File: src/rtl/cpu_pkg.sv
// Shared control-flow decode constants and types for the fetch stage.
package cpu_pkg;

  localparam int CPU_ADDR_W = 12;

  localparam logic [2:0] OP_BR  = 3'b101;
  localparam logic [4:0] OP_JMP = 5'b11100;
  localparam logic [4:0] OP_JSB = 5'b11101;
  localparam logic [5:0] OP_RET = 6'b111100;

  typedef enum logic [1:0] {
    BR_Z  = 2'b00,
    BR_NZ = 2'b01,
    BR_C  = 2'b10,
    BR_NC = 2'b11
  } br_cond_t;

  typedef logic [CPU_ADDR_W-1:0] addr_t;

endpackage

File: src/rtl/fetch_pc_unit_if.sv
// Fetch-stage bus: instruction memory address/data plus datapath flags and stall.
// stall=1 freezes PC and RAS on the next edge; there is no other flow control.
interface fetch_pc_unit_if #(
  parameter int ADDR_W  = 12,
  parameter int INSTR_W = 19
);
  logic               stall;
  logic [INSTR_W-1:0] instruction;
  logic               zero_flag;
  logic               carry_flag;
  logic [ADDR_W-1:0]  address;
  logic [ADDR_W-1:0]  pc_plus1;
  logic               branch_taken;
  logic               ras_err;

  modport master (
    input  stall, instruction, zero_flag, carry_flag,
    output address, pc_plus1, branch_taken, ras_err
  );

  modport slave (
    output stall, instruction, zero_flag, carry_flag,
    input  address, pc_plus1, branch_taken, ras_err
  );
endinterface

File: src/rtl/fetch_pc_unit_return_stack.sv
// Return-address LIFO. Push when full drops the oldest entry; pop when empty yields 0.
module return_stack #(
  parameter int DEPTH = 4,
  parameter int W     = 12
) (
  input  logic         clk,
  input  logic         rst_n,
  input  logic         push,
  input  logic         pop,
  input  logic [W-1:0] push_data,
  output logic [W-1:0] pop_data,
  output logic         full,
  output logic         empty,
  output logic         ovf,
  output logic         unf
);
  localparam int SP_W  = $clog2(DEPTH + 1);
  localparam int IDX_W = $clog2(DEPTH);

  logic [W-1:0]     r_mem [DEPTH];
  logic [SP_W-1:0]  r_sp;
  logic [SP_W-1:0]  w_sp_m1;
  logic [IDX_W-1:0] w_rd_idx;
  logic [IDX_W-1:0] w_wr_idx;

  assign w_sp_m1  = r_sp - SP_W'(1);
  assign w_rd_idx = w_sp_m1[IDX_W-1:0];
  assign w_wr_idx = r_sp[IDX_W-1:0];

  assign full     = (r_sp == SP_W'(DEPTH));
  assign empty    = (r_sp == '0);
  assign ovf      = push & full;
  assign unf      = pop & empty;
  assign pop_data = empty ? '0 : r_mem[w_rd_idx];

  always_ff @(posedge clk or negedge rst_n) begin
    if (!rst_n) begin
      r_sp <= '0;
      for (int i = 0; i < DEPTH; i++) r_mem[i] <= '0;
    end else if (push) begin
      if (full) begin
        // Shift out the oldest entry so the newest always sits at the top.
        for (int i = 0; i < DEPTH - 1; i++) r_mem[i] <= r_mem[i+1];
        r_mem[DEPTH-1] <= push_data;
      end else begin
        r_mem[w_wr_idx] <= push_data;
        r_sp            <= r_sp + SP_W'(1);
      end
    end else if (pop && !empty) begin
      r_sp <= w_sp_m1;
    end
  end
endmodule

File: src/rtl/fetch_pc_unit.sv
// PC / fetch sequencer with control-flow decode and a return-address stack.
// Optional FETCH_RAS_ERR_EN: sticky RAS error flag and trap restart on RET underflow.
module fetch_pc_unit
  import cpu_pkg::*;
#(
  parameter int               ADDR_W    = 12,
  parameter int               INSTR_W   = 19,
  parameter int               RAS_DEPTH = 4,
  parameter logic [ADDR_W-1:0] RESET_PC = '0
) (
  input  logic             clk,
  input  logic             rst,
  fetch_pc_unit_if.master  bus
);
  logic [ADDR_W-1:0]  r_pc;
  logic [ADDR_W-1:0]  w_pc_plus1;
  logic [ADDR_W-1:0]  w_next_pc;
  logic [ADDR_W-1:0]  w_offset;
  logic [ADDR_W-1:0]  w_pop_data;
  logic [INSTR_W-1:0] w_instr;
  logic               w_is_br, w_is_jmp, w_is_jsb, w_is_ret;
  logic               w_cond_true, w_taken;
  logic               w_push, w_pop;
  logic               w_full, w_empty, w_ovf, w_unf;
  logic               w_unused;
  br_cond_t           w_cond;

  assign w_instr    = bus.instruction;
  assign w_pc_plus1 = r_pc + ADDR_W'(1);
  assign w_is_br    = (w_instr[18:16] == OP_BR);
  assign w_is_jmp   = (w_instr[18:14] == OP_JMP);
  assign w_is_jsb   = (w_instr[18:14] == OP_JSB);
  assign w_is_ret   = (w_instr[18:13] == OP_RET);
  assign w_cond     = br_cond_t'(w_instr[15:14]);
  assign w_offset   = {{(ADDR_W-8){w_instr[7]}}, w_instr[7:0]};

  always_comb begin
    w_cond_true = 1'b0;
    case (w_cond)
      BR_Z:    w_cond_true =  bus.zero_flag;
      BR_NZ:   w_cond_true = ~bus.zero_flag;
      BR_C:    w_cond_true =  bus.carry_flag;
      BR_NC:   w_cond_true = ~bus.carry_flag;
      default: w_cond_true = 1'b0;
    endcase
  end

  always_comb begin
    w_next_pc = w_pc_plus1;
    w_taken   = 1'b0;
    w_push    = 1'b0;
    w_pop     = 1'b0;
    if (w_is_br && w_cond_true) begin
      w_taken   = 1'b1;
      w_next_pc = w_pc_plus1 + w_offset;
    end else if (w_is_jmp) begin
      w_taken   = 1'b1;
      w_next_pc = w_instr[ADDR_W-1:0];
    end else if (w_is_jsb) begin
      w_taken   = 1'b1;
      w_push    = ~bus.stall;
      w_next_pc = w_instr[ADDR_W-1:0];
    end else if (w_is_ret) begin
      w_taken   = 1'b1;
      w_pop     = ~bus.stall;
      w_next_pc = w_pop_data;
`ifdef FETCH_RAS_ERR_EN
      if (w_empty) w_next_pc = RESET_PC;
`endif
    end
  end

  always_ff @(posedge clk or negedge rst) begin
    if (!rst) r_pc <= RESET_PC;
    else if (!bus.stall) r_pc <= w_next_pc;
  end

  return_stack #(.DEPTH(RAS_DEPTH), .W(ADDR_W)) u_ras (
    .clk       (clk),
    .rst_n     (rst),
    .push      (w_push),
    .pop       (w_pop),
    .push_data (w_pc_plus1),
    .pop_data  (w_pop_data),
    .full      (w_full),
    .empty     (w_empty),
    .ovf       (w_ovf),
    .unf       (w_unf)
  );

`ifdef FETCH_RAS_ERR_EN
  logic r_ras_err;
  always_ff @(posedge clk or negedge rst) begin
    if (!rst) r_ras_err <= 1'b0;
    else if (w_ovf || w_unf) r_ras_err <= 1'b1;
  end
  assign bus.ras_err = r_ras_err;
  assign w_unused    = ^{w_instr[12:8], w_full};
`else
  assign bus.ras_err = 1'b0;
  assign w_unused    = ^{w_instr[12:8], w_full, w_empty, w_ovf, w_unf};
`endif

  assign bus.address      = r_pc;
  assign bus.pc_plus1     = w_pc_plus1;
  assign bus.branch_taken = w_taken;
endmodule
File: src/flat_wrapper.sv
// flat-port wrapper written by rule: the top's interface ports become plain ports
module fetch_pc_unit_flat import cpu_pkg::*;
#(
  parameter int               ADDR_W    = 12,
  parameter int               INSTR_W   = 19,
  parameter int               RAS_DEPTH = 4,
  parameter logic [ADDR_W-1:0] RESET_PC = '0
)
  (clk, rst, bus_stall, bus_instruction, bus_zero_flag, bus_carry_flag, bus_address, bus_pc_plus1, bus_branch_taken, bus_ras_err);
  fetch_pc_unit_if #(.ADDR_W(ADDR_W), .INSTR_W(INSTR_W)) bus_i ();
  input  logic clk;
  input  logic rst;
  input wire logic [$bits(bus_i.stall)-1:0] bus_stall;
  input wire logic [$bits(bus_i.instruction)-1:0] bus_instruction;
  input wire logic [$bits(bus_i.zero_flag)-1:0] bus_zero_flag;
  input wire logic [$bits(bus_i.carry_flag)-1:0] bus_carry_flag;
  output wire logic [$bits(bus_i.address)-1:0] bus_address;
  output wire logic [$bits(bus_i.pc_plus1)-1:0] bus_pc_plus1;
  output wire logic [$bits(bus_i.branch_taken)-1:0] bus_branch_taken;
  output wire logic [$bits(bus_i.ras_err)-1:0] bus_ras_err;
  assign bus_i.stall = bus_stall;
  assign bus_i.instruction = bus_instruction;
  assign bus_i.zero_flag = bus_zero_flag;
  assign bus_i.carry_flag = bus_carry_flag;
  assign bus_address = bus_i.address;
  assign bus_pc_plus1 = bus_i.pc_plus1;
  assign bus_branch_taken = bus_i.branch_taken;
  assign bus_ras_err = bus_i.ras_err;
  fetch_pc_unit #(.ADDR_W(ADDR_W), .INSTR_W(INSTR_W), .RAS_DEPTH(RAS_DEPTH), .RESET_PC(RESET_PC)) u_core (.clk(clk), .rst(rst), .bus(bus_i));
endmodule
File: config.mk
export PLATFORM = sky130hd
export DESIGN_NAME = fetch_pc_unit_flat
export DESIGN_NICKNAME = d
export VERILOG_FILES = /design/src/rtl/cpu_pkg.sv /design/src/rtl/fetch_pc_unit_if.sv /design/src/rtl/fetch_pc_unit_return_stack.sv /design/src/rtl/fetch_pc_unit.sv /design/src/flat_wrapper.sv
export SDC_FILE = /design/constraint.sdc
export NUM_CORES = 1
export LEC_CHECK = 0
export CAP_MARGIN = 20
export CORE_MARGIN = 4
export CORE_UTILIZATION = 55
export DETAILED_ROUTE_END_ITERATION = 6
export HOLD_SLACK_MARGIN = 0.15
export PLACE_DENSITY = 0.9
export SLEW_MARGIN = 20
export SYNTH_ARGS = -nofsm -noshare
export SYNTH_HDL_FRONTEND = slang
export SYNTH_SLANG_ARGS = --single-unit
File: constraint.sdc
create_clock -name clk -period 3.1 [get_ports clk]
set_input_delay 0.62 -clock clk [delete_from_list [all_inputs] [get_ports clk]]
set_output_delay 0.62 -clock clk [all_outputs]
set_load 0.05 [all_outputs]
==> results.md <==
- RSZ-0062 raised after global routing: false
- Final worst-path cycle share: a little over nine tenths
- Syn Area/Cell: between 8 and 9 sq um
- Die Y: approximately 97 um
- # fillers: about 570
- CTS tree: yes
- Global-route wire length before repair: ~22 mm
- Status: finished clean
- Max clock buf depth: 2
- Design Power: between 4 and 5 mW
- P&R area growth vs syn: 21.1%
- DRT iter0 DRCs: between 500 and 600
- Ys Warns: 0
- Fin crit period: 3.05 ns
- Pwr Density: 922 mW/mm^2
- Largest net degree at the start of global routing: between 40 and 50
- Reg2reg start: u_core.bus.address[1]$_DFFE_PN0N_
- Max transition margin: 31.0%
- H-tree depth: 3
- Routability cong.: roughly 1.0
- Synth async-reset ratio: 100%
- Yosys reg bits: between 60 and 70
- Final count of hold timing violations: 0
- Vias in the first global route: about 4.2k
- Netlist cell types: between 50 and 60
- R2R Setup Slk: around 0.15 ns
- Leakage: between 2 and 2.5 nW
- Top_reg_cell synth: dfrtp_1
- Post-DP HPWL: roughly 9.3 mm
- Post-Route WL: around 13 mm
- Die W: 97.1 um
- Crit. End Element: output port
- Rows: 32
- Netlist Area Pre-Place: 0.00437 sq mm
- Startpoint Class: register
- Placed insts: 637
- Vias per cell: 6.75
- Post-synth EDFFs: 0
- Final non-filler cell total: 651
- Commonest non-fill, non-tap cells in the layout: nor2_1, dfrtp_1, nand2_1
- Vias: roughly 4.4k
- Final setup violation count: 0
- Core ar.: just under 0.008 sq mm
- Seq/Total Area, Yosys: 36.1%
- Syn Nets: 543
- Worst EP required: approximately 2.5 ns
- Fin nets: ~590
- Global route total overflow: 0
- Reg2Reg Depth: 12
- WS Path Type: register to output port
- Commonest non-fill, non-tap cell in the layout: nor2_1
- CTS Buf Count: 9
- Clock-pin slew on the worst setup and hold paths: roughly 0.07 ns
- Worst r2r dst: u_core.bus.address[11]$_DFFE_PN0N_
- Actual slew at the worst max-slew pin: 1.03 ns
- Arr. time, crit path: between 2 and 2.5 ns
- CTS Sinks: 63
- Mapped Cells: ~500
- Hold Path Class: primary input to asynchronous set/reset pin
- Layout cell share with drive strength beyond 1: between 10% and 20%
- Post-DRT Antenna Nets: 0
- Clk_lat worst skew: 0.36 ns
- Top-level I/O count: 50
- Hold_buf cts: 0
- Final Max Slew Viols: 0
- Diodes inserted: 0
- Layout Skew: between 0.005 and 0.006 ns
- CP Max Fanout: 5
- Initial core utilization: between 50% and 60%
- Setup bufs post-CTS: 0
- Die area: around 0.0094 sq mm
- DR pass1 iterations: 7
- Drt wl/cell: ~21 um
- VDD IR-drop max: about 0.00067 V
- PortBufs: 47
- Antenna violations before repair: 0
- GRT Overall Usage: between 20 and 30%
- Max Cap Viol: 0
- CTS root buffer: clkbuf_8
- Post_cts resized: 2
- # DRC: 0
- Max Clock Freq: 0.328 GHz
per-stage QoR:
stage | setup slack (ns) | cell area [sq um] | utilization [%] | hold WS [ns] | TNS (ns)
after floorplan | -0.0101 | 4410 | - | 0.324 | -0.0101
after global placement | 0.0817 | 5070 | 65.6 | 0.459 | 0
after detailed placement | 0.0481 | 5070 | 65.6 | 0.469 | 0
after CTS | 0.0305 | 5250 | 67.9 | 0.484 | 0
after global routing | 0.00226 | 5290 | 68.4 | 0.304 | 0
final | 0.0532 | 5290 | 68.4 | 0.259 | 0
worst max-delay path, cell delays in order, from the launching register on:
cell and delay [ns]:
dfrtp_2 0.45, nand2_2 0.14, or2_2 0.34, xor2_2 0.18, inv_2 0.14, clkdlybuf4s50_1 0.82
registers in the layout, summed over array words and instances (netlist names):
name,cells
u_core.u_ras.r_mem,48
u_core.bus.address,12
u_core.u_ras.r_sp,3
routing by layer:
metal  global-route usage (%)  vias to the layer above  part of all wire [%]
li1                         -                     1906                     -
met1                     37.7                     2142                    38
met2                     47.3                      306                    50
met3                     5.31                       37                    10
met4                     11.8                        0                   2.2
met5                        0                        -                     0
worst max-delay path by stage:
stage	from	end	slack [ns]
2_1_floorplan	u_core.bus.address[1]$_DFFE_PN0N_	u_core.bus.address[11]$_DFFE_PN0N_	-0.01
3_3_place_gp	bus_instruction[0]	u_core.bus.address[10]$_DFFE_PN0N_	0.08
3_5_place_dp	bus_instruction[16]	u_core.u_ras.r_mem[12]$_DFFE_PN0P_	0.05
4_1_cts	u_core.bus.address[1]$_DFFE_PN0N_	bus_pc_plus1[2]	0.03
5_1_grt	u_core.bus.address[0]$_DFFE_PN0N_	u_core.bus.address[11]$_DFFE_PN0N_	0.002
6_report	u_core.bus.address[1]$_DFFE_PN0N_	bus_pc_plus1[5]	0.05
logic make-up (layout without fill, tap and decap cells):
group           count (synthesis)  after routing  share of synthesized area (%)
compound gates                153            153                           22.4
fa+ha+maj                      23             23                           6.76
mux                            20             20                           8.11
other cells                     1              1                         0.0859
flops                          63             63                           36.1
buf+inv                        51            104                           4.93
simple gates                  164            164                           17.4
xor+xnor                       21             21                           4.21
final cells by class:
cell class / count / area [sq um] / area share (%)
Clock inverter: 4 / 47.5 / 0.899
Inverter: 16 / 60.1 / 1.14
Multi-Input combinational cell: 382 / 2640 / 50.0
Timing Repair Buffer: 74 / 686 / 13.0
Clock buffer: 10 / 138 / 2.60
Sequential cell: 63 / 1590 / 30.0
Tap cell: 102 / 128 / 2.41
power breakdown:
group / total, mW / internal (mW) / leakage (nW) / switching, mW
combinational: 2.99 / 1.16 / 1.33 / 1.83
clock: 0.728 / 0.382 / 0.0940 / 0.346
sequential: 1.16 / 0.968 / 0.813 / 0.193
cells in the mapped netlist, drive strengths merged (12+ instances only):
cell type | instances | area (sq um)
mux4 | 12 | 270
inv | 16 | 60.1
o21ai | 45 | 225
buf | 14 | 73.8
nor2 | 76 | 285
a22oi | 17 | 128
a21oi | 19 | 95.1
o22ai | 19 | 119
xnor2 | 12 | 105
nand2 | 48 | 183
dfrtp | 63 | 1580
a31oi | 20 | 125
clkbuf | 21 | 81.3
ha | 22 | 275
(Power assumes the default switching activity.)
